<file path="config.mk">
export PLATFORM = sky130hd
export DESIGN_NAME = mem_arbiter
export DESIGN_NICKNAME = d
export VERILOG_FILES = /design/src/rtl/mem_arbiter.sv
export SDC_FILE = /design/constraint.sdc
export NUM_CORES = 1
export LEC_CHECK = 0
export CAP_MARGIN = 10
export CORE_AREA = 4 4 294 296
export CTS_CLUSTER_DIAMETER = 120
export DETAILED_ROUTE_END_ITERATION = 7
export DIE_AREA = 0 0 298 300
export DONT_BUFFER_PORTS = 1
export GPL_ROUTABILITY_DRIVEN = 0
export SYNTH_ARGS = -nofsm -noshare
export SYNTH_HDL_FRONTEND = slang
export SYNTH_SLANG_ARGS = --single-unit
</file>
<file path="constraint.sdc">
create_clock -name clk -period 1.6 [get_ports clk]
set_input_delay 0.32 -clock clk [delete_from_list [all_inputs] [get_ports clk]]
set_output_delay 0.32 -clock clk [all_outputs]
set_load 0.02 [all_outputs]
</file>
<file path="src/rtl/mem_arbiter.sv">
// Single-outstanding memory arbiter between ICache miss path and DCache miss/writeback path.
// Define MEM_ARB_RR_EN for round-robin priority; default build gives DC fixed priority over IC.
module mem_arbiter #(
  parameter int ADDR_W = 32,
  parameter int DATA_W = 128
) (
  input  logic              clk,
  input  logic              reset_n,
  input  logic              ic_req_valid,
  output logic              ic_req_ready,
  input  logic [ADDR_W-1:0] ic_req_addr,
  output logic              ic_resp_valid,
  output logic [DATA_W-1:0] ic_resp_data,
  input  logic              dc_req_valid,
  output logic              dc_req_ready,
  input  logic              dc_req_rw,
  input  logic [ADDR_W-1:0] dc_req_addr,
  input  logic [DATA_W-1:0] dc_req_wdata,
  output logic              dc_resp_valid,
  output logic [DATA_W-1:0] dc_resp_data,
  output logic              mem_req_valid,
  input  logic              mem_req_ready,
  output logic              mem_req_rw,
  output logic [ADDR_W-1:0] mem_req_addr,
  output logic [DATA_W-1:0] mem_req_wdata,
  input  logic              mem_resp_valid,
  input  logic [DATA_W-1:0] mem_resp_data,
  output logic              busy,
  output logic              err
);

  typedef enum logic [1:0] {IDLE, ISSUE, WAIT_RESP} state_t;

  state_t state;
  logic   owner_dc;
  logic   prio_dc;
  logic   grant_dc;
  logic   grant_ic;

`ifdef MEM_ARB_RR_EN
  logic last_owner;  // 1 = DC was granted last
  assign prio_dc = ~last_owner;
`else
  assign prio_dc = 1'b1;
`endif

  assign grant_dc     = (state == IDLE) & dc_req_valid & (~ic_req_valid | prio_dc);
  assign grant_ic     = (state == IDLE) & ic_req_valid & ~grant_dc;
  assign dc_req_ready = grant_dc;
  assign ic_req_ready = grant_ic;

  always_ff @(posedge clk or negedge reset_n) begin
    if (!reset_n) begin
      state         <= IDLE;
      owner_dc      <= 1'b0;
      mem_req_valid <= 1'b0;
      mem_req_rw    <= 1'b0;
      mem_req_addr  <= '0;
      mem_req_wdata <= '0;
      ic_resp_valid <= 1'b0;
      ic_resp_data  <= '0;
      dc_resp_valid <= 1'b0;
      dc_resp_data  <= '0;
      busy          <= 1'b0;
      err           <= 1'b0;
`ifdef MEM_ARB_RR_EN
      last_owner    <= 1'b0;
`endif
    end else begin
      ic_resp_valid <= 1'b0;
      dc_resp_valid <= 1'b0;
      if (mem_resp_valid && state != WAIT_RESP) err <= 1'b1;
      case (state)
        IDLE: begin
          if (grant_dc || grant_ic) begin
            owner_dc      <= grant_dc;
            mem_req_rw    <= grant_dc & dc_req_rw;
            mem_req_addr  <= grant_dc ? dc_req_addr : ic_req_addr;
            mem_req_wdata <= grant_dc ? dc_req_wdata : '0;
            mem_req_valid <= 1'b1;
            busy          <= 1'b1;
            state         <= ISSUE;
`ifdef MEM_ARB_RR_EN
            last_owner    <= grant_dc;
`endif
          end
        end
        ISSUE: begin
          if (mem_req_ready) begin
            mem_req_valid <= 1'b0;
            // Writes are acknowledged at issue; only DC can own a write.
            if (mem_req_rw) begin
              state         <= IDLE;
              busy          <= 1'b0;
              dc_resp_valid <= 1'b1;
              dc_resp_data  <= '0;
            end else begin
              state <= WAIT_RESP;
            end
          end
        end
        WAIT_RESP: begin
          if (mem_resp_valid) begin
            state <= IDLE;
            busy  <= 1'b0;
            if (owner_dc) begin
              dc_resp_valid <= 1'b1;
              dc_resp_data  <= mem_resp_data;
            end else begin
              ic_resp_valid <= 1'b1;
              ic_resp_data  <= mem_resp_data;
            end
          end
        end
        default: state <= IDLE;
      endcase
    end
  end

endmodule

</file>
======== Yosys cells after proc, flatten, opt, wreduce, memory -nomap -nowiden ========
Index checks and enable logic that the tools add are counted.
storage, ports and cells
  logic and storage cells ................. 65
  register bits after elaboration ......... 425
  bits of input ports ..................... 327
  output and inout bits ................... 424
cells by class
  mux-type cells .......................... 27
  reductions and logical operators ........ 12
  bitwise logic cells ..................... 6
  equality and inequality tests ........... 8
operators with widths
  operator              number
  $mux W128             5
  $pmux W128 S2         1
  $mux W32              1
  $mux W1               12
  $ne A2 B2 Y1 const B  5
  $reduce_and A5 Y1     2
  $reduce_and A3 Y1     3
  $mux W2               4
  $pmux W2 S3           1
  $and A1 B1 Y1         4
  $pmux W1 S2           2
  $reduce_bool A2 Y1    2
  $pmux W1 S3           1
  $reduce_bool A3 Y1    1
  $eq A2 B1 Y1 const B  1
  $eq A2 B2 Y1 const B  1
  $logic_not A2 Y1      1
  $ne A2 B1 Y1 const B  1
  $not A1 Y1            2
  $reduce_and A2 Y1     1
  $logic_and A1 B1 Y1   1
  $logic_or A1 B1 Y1    1

======== Depth between registers and ports, before layout ========
  depth after elaboration ................. 7
  mapped depth ............................ 8
  gate-level depth less buffers ........... 6

======== Worst setup path before layout ========
No wires, ideal clock.
  path type ............................... reg2reg
  start ................................... reg state[0]
  end ..................................... reg ic_resp_data[48]
  library setup time ...................... 125 ps
  buffers on the path ..................... 3
  cell stages (with the launch flop) ...... 9
  arrival ................................. 1,611 ps
  path slack .............................. -136 ps
  clock period less this slack ............ 1,736 ps
  data required time ...................... 1,475 ps
  path through ............................ dfrtp_1 -> inv_1 -> ha_1 -> buf_4 -> nand2_1 -> or2_1 -> buf_4 -> buf_6 -> mux2_4
between the ends
  cells in the longest elaborated chain, start to end .. 2
ends and longest elaborated chain
  what                         RTL line  source
  from (decl)                  34        state_t state;
  from (signal assigned)       54        state <= IDLE;
  from (signal assigned)       82        state <= ISSUE;
  from (signal assigned)       93        state <= IDLE;
  $eq A2 B2 Y1                 73        case (state)
  $reduce_and A3 Y1 (no line)  -
  to (signal assigned)         111       ic_resp_data <= mem_resp_data;
  to (decl)                    13        output logic [DATA_W-1:0] ic_resp_data,
No other way between the ends.
A chain may end at the register's enable or synchronous reset.

======== Worst setup path in the final report ========
  start ................................... reg state[0]
  end ..................................... reg mem_req_wdata[102]
between the ends
  cells in the longest elaborated chain, start to end .. 6
  elaborated cells between the ends (all ways) .. 8
  classes of those cells .................. mux (1); bitwise (4); reduce/logical (3)
ends and longest elaborated chain
  what                         RTL line    source
  $logic_not A2 Y1 *           47, 48, 73
  $and A1 B1 Y1                47          assign grant_dc = (state == IDLE) & dc_req_valid & (~ic_req_valid | prio_dc);
  $not A1 Y1                   48          assign grant_ic = (state == IDLE) & ic_req_valid & ~grant_dc;
  $and A1 B1 Y1                48
  $logic_or A1 B1 Y1           75          if (grant_dc || grant_ic) begin
  $reduce_and A2 Y1 (no line)  -
  to (signal assigned)         79          mem_req_wdata <= grant_dc ? dc_req_wdata : '0;
  to (decl)                    25          output logic [DATA_W-1:0] mem_req_wdata,
Mark *: on every way between the ends. The rest lies on a longest branch, timed or not.

==> results.py <==
metrics = {
    "run_status": {
        "outcome": "complete, but fails checks",
        "violations": "negative hold slack, max-slew violations, negative setup slack",
    },
    "route": {
        "wire_per_inst_um": 24.8,
        "drtIter0Drc": 756,
        "firstDrtPassIters": 5,
        "vias": 12600,
        "via_per_inst": 4.41,
        "drc": 0,
        "finalWirelength_mm": 71.0,
        "drtAntennaViolNets": 0,
    },
    "cts": {
        "cts.sinks": 425,
        "tritoncts.num_buffers": 46,
        "clk_pin_slew_ps": 60,
        "clkLatencyLatePin_ps": 570,
        "holdBufCountCts": 324,
        "htreeDepth": 2,
        "cts_tree": "built",
        "clockRootBuffer": "clkbuf_16",
        "cts.path.max_buffers": 3,
    },
    "sta": {
        "fin_crit_sh": 1.28,
        "layout_setup_ws_ps": -451,
        "tightestPinTransition_ps": 2890,
        "final-hold-violation-count": 236,
        "fin_tns_setup_ps": -132430,
        "finalMaxSlewViolations": 278,
        "finalClockSkew_ps": 14.6,
        "layout_min_cycle_time_ps": 2050,
        "rsz0062_at_grt": "true",
        "timing.hold.ws_ps": -545,
        "max-slew-margin-rel": -0.926,
        "finalSetupViolCount": 528,
        "fmax_ghz": 0.488,
    },
    "worst_setup_path": {
        "worstPathRequired_ps": 2060,
        "path_max_fanout": 9,
        "rrSetupSlack_ps": -450,
        "path_class": "flip-flop to flip-flop",
        "slowest_delay_ps": 390,
        "ff2ff_path_depth": 11,
        "path_common_cell": "buf_16",
        "path_cells": "inv_2, buf_6, ha_4, and2_4, buf_16, buf_4, buf_16, buf_4, buf_6, buf_16, a22o_1",
        "setup.worst_path.start_class": "flip-flop",
        "arrival_ps": 2510,
        "worst_path_max_delay_cell": "dfrtp_1",
        "cp-end-kind": "flip-flop",
    },
    "placed_design": {
        "placed_cells": 2349,
        "dpl.hpwl_mm": 43.0,
        "portBuffers": 0,
    },
    "cells_and_area": {
        "utilization": 0.315,
        "nFillCells": 7972,
        "seqCellArea_um2": 10600,
        "layout.nets": 2080,
        "stdcell_count": 2867,
        "final_cell_mix": "dfrtp_1, dlygate4sd3_1, nand2_1",
        "final_layout_size_suffix_gt1_frac": 0.233,
        "layout_commonest_cell": "dfrtp_1",
        "multi_input_area_um2": 5890,
        "syn2layout_area_growth_pct": 51.9,
    },
    "global_routing": {
        "grt_pass1_vias": 13600,
        "antenna_found_initial": 10,
        "grt_pass1_wl_mm": 96.6,
        "grt_use_total": 0.145,
        "grt_max_degree": 426,
        "grt_overflow": 0,
    },
    "yosys": {
        "ys_ff_latch": 425,
        "yosysSeqAreaShare": 0.614,
        "syn_nets": 1614,
        "syn_area_um2": 17300,
        "synth.area.top_cells": "dfrtp_1, mux2_4, mux2i_1",
        "synthCells": 1282,
        "ys_types": 29,
        "ys_warn_count": 0,
        "synth.avg_cell_area_um2": 13.5,
        "synth_top_area_cell": "dfrtp_1",
        "synth_top_area_share": 0.614,
    },
    "pwr": {
        "p_leak_nw": 12.0,
        "vdd_ir_drop_max_v": 0.00119,
        "p_total_w": 0.0576,
        "powerDensity_nw_per_um2": 2190,
    },
    "worst_hold_path": {
        "hold_path.class": "input port to asynchronous set/reset pin",
    },
    "floorplanning": {
        "coreArea_um2": 83600,
        "io_pins": 751,
        "rows": 106,
        "die_w_um": 298,
        "initial_core_util": 0.207,
        "die_h_um": 300,
        "dieArea_um2": 89400,
    },
    "job": {
        "maxCapViolCount": 0,
    },
}
==> cells in the mapped netlist <==
master and instances:
a2111o_1 1, a2111oi_0 1, a21boi_0 1, a21boi_1 1, a21o_1 2, a21oi_1 1
a221oi_1 1, a22o_1 131, and2_1 1, buf_1 4, buf_2 22, buf_4 8
buf_6 25, clkbuf_1 23, dfrtp_1 425, ha_1 5, inv_1 135, mux2_2 9
mux2_4 120, mux2i_1 161, nand2_1 164, nand2b_1 1, nand3_1 2, nand3b_1 1
nor2_1 2, nor2b_1 1, o21ai_0 1, o21ai_1 32, or2_1 1
==> cells by family (layout without fill, tap and decap cells) <==
| family | Yosys count | after routing | share of synthesized area |
|---|---|---|---|
| AOI/OAI and AO/OA | 172 | 172 | 0.0795 |
| adders and majority gates | 5 | 5 | 0.00361 |
| buffers and inverters | 217 | 715 | 0.0612 |
| DFF | 425 | 425 | 0.614 |
| muxes | 290 | 290 | 0.203 |
| other | 0 | 7 | 0 |
| and+or+nand+nor | 173 | 173 | 0.0384 |
==> worst max-delay path: cells and delay by family (launching register included) <==
kind | cells | cell delay [ps]
buf+inv | 8 | 1010
simple gates | 1 | 150
flops | 1 | 390
fa+ha+maj | 1 | 150
compound gates | 1 | 230
==> report_power, final <==
| group | internal, W | switching (W) | leakage, nW |
|---|---|---|---|
| Clock | 0.00653 | 0.00438 | 0.747 |
| Combinational | 0.0120 | 0.00832 | 5.73 |
| Sequential | 0.0155 | 0.0109 | 5.52 |
==> flip-flops by register name (all words and copies together) (netlist names) <==
signal,count
state,2
mem_req_addr,32
ic_resp_valid,1
err,1
busy,1
ic_resp_data,128
dc_resp_valid,1
mem_req_valid,1
mem_req_rw,1
owner_dc,1
dc_resp_data,128
mem_req_wdata,128
==> final cells by class <==
cell class                 instances  area share
clock buffer                      71      0.0523
tap                             1080      0.0514
inverter                         135      0.0194
sequential                       425       0.404
clock inverter                     9     0.00590
multi-input combinational        640       0.224
timing repair buffer             500       0.242
antenna                            7    0.000666
==> per-layer routing <==
layer / vias up / global-route usage / share of wire
li1: 5296 / - / -
met1: 6469 / 0.153 / 0.35
met2: 726 / 0.256 / 0.51
met3: 140 / 0.0530 / 0.090
met4: 4 / 0.0691 / 0.046
met5: - / 0 / 0.00037
==> stage by stage <==
step                      hold WS, ps  setup WS [ps]  instance area (um2)
after floorplan                  24.4          -93.7                17400
after global placement           34.7           -275                18800
after detailed placement         35.4           -348                18800
after CTS                        -589           -468                25200
after global routing             -594           -482                26300
final                            -545           -451                26300
==> what timing repair did <==
| item | CTS | global route |
|---|---|---|
| buffers inserted | 34 | 35 |
| endpoints found under the setup margin | 408 | 423 |
| endpoints found under the hold margin | 845 | 425 |
| resized for setup | 119 | 109 |
| pin swaps | 6 | 17 |
| cloned | 27 | 22 |
==> worst paths after layout <==
path                                 startpoint                        endpoint
max                        state[0]$_DFFE_PN0P_  mem_req_wdata[102]$_DFFE_PN0P_
min                                     reset_n    ic_resp_data[56]$_DFFE_PN0P_
max reg2reg                state[0]$_DFFE_PN0P_  mem_req_wdata[102]$_DFFE_PN0P_
min reg2reg                     err$_DFFE_PN0P_                 err$_DFFE_PN0P_
max in group asynchronous               reset_n    dc_resp_data[44]$_DFFE_PN0P_
min in group clk                ic_req_addr[30]    mem_req_addr[30]$_DFFE_PN0P_
No activity file was read; power rests on OpenSTA's default activity.
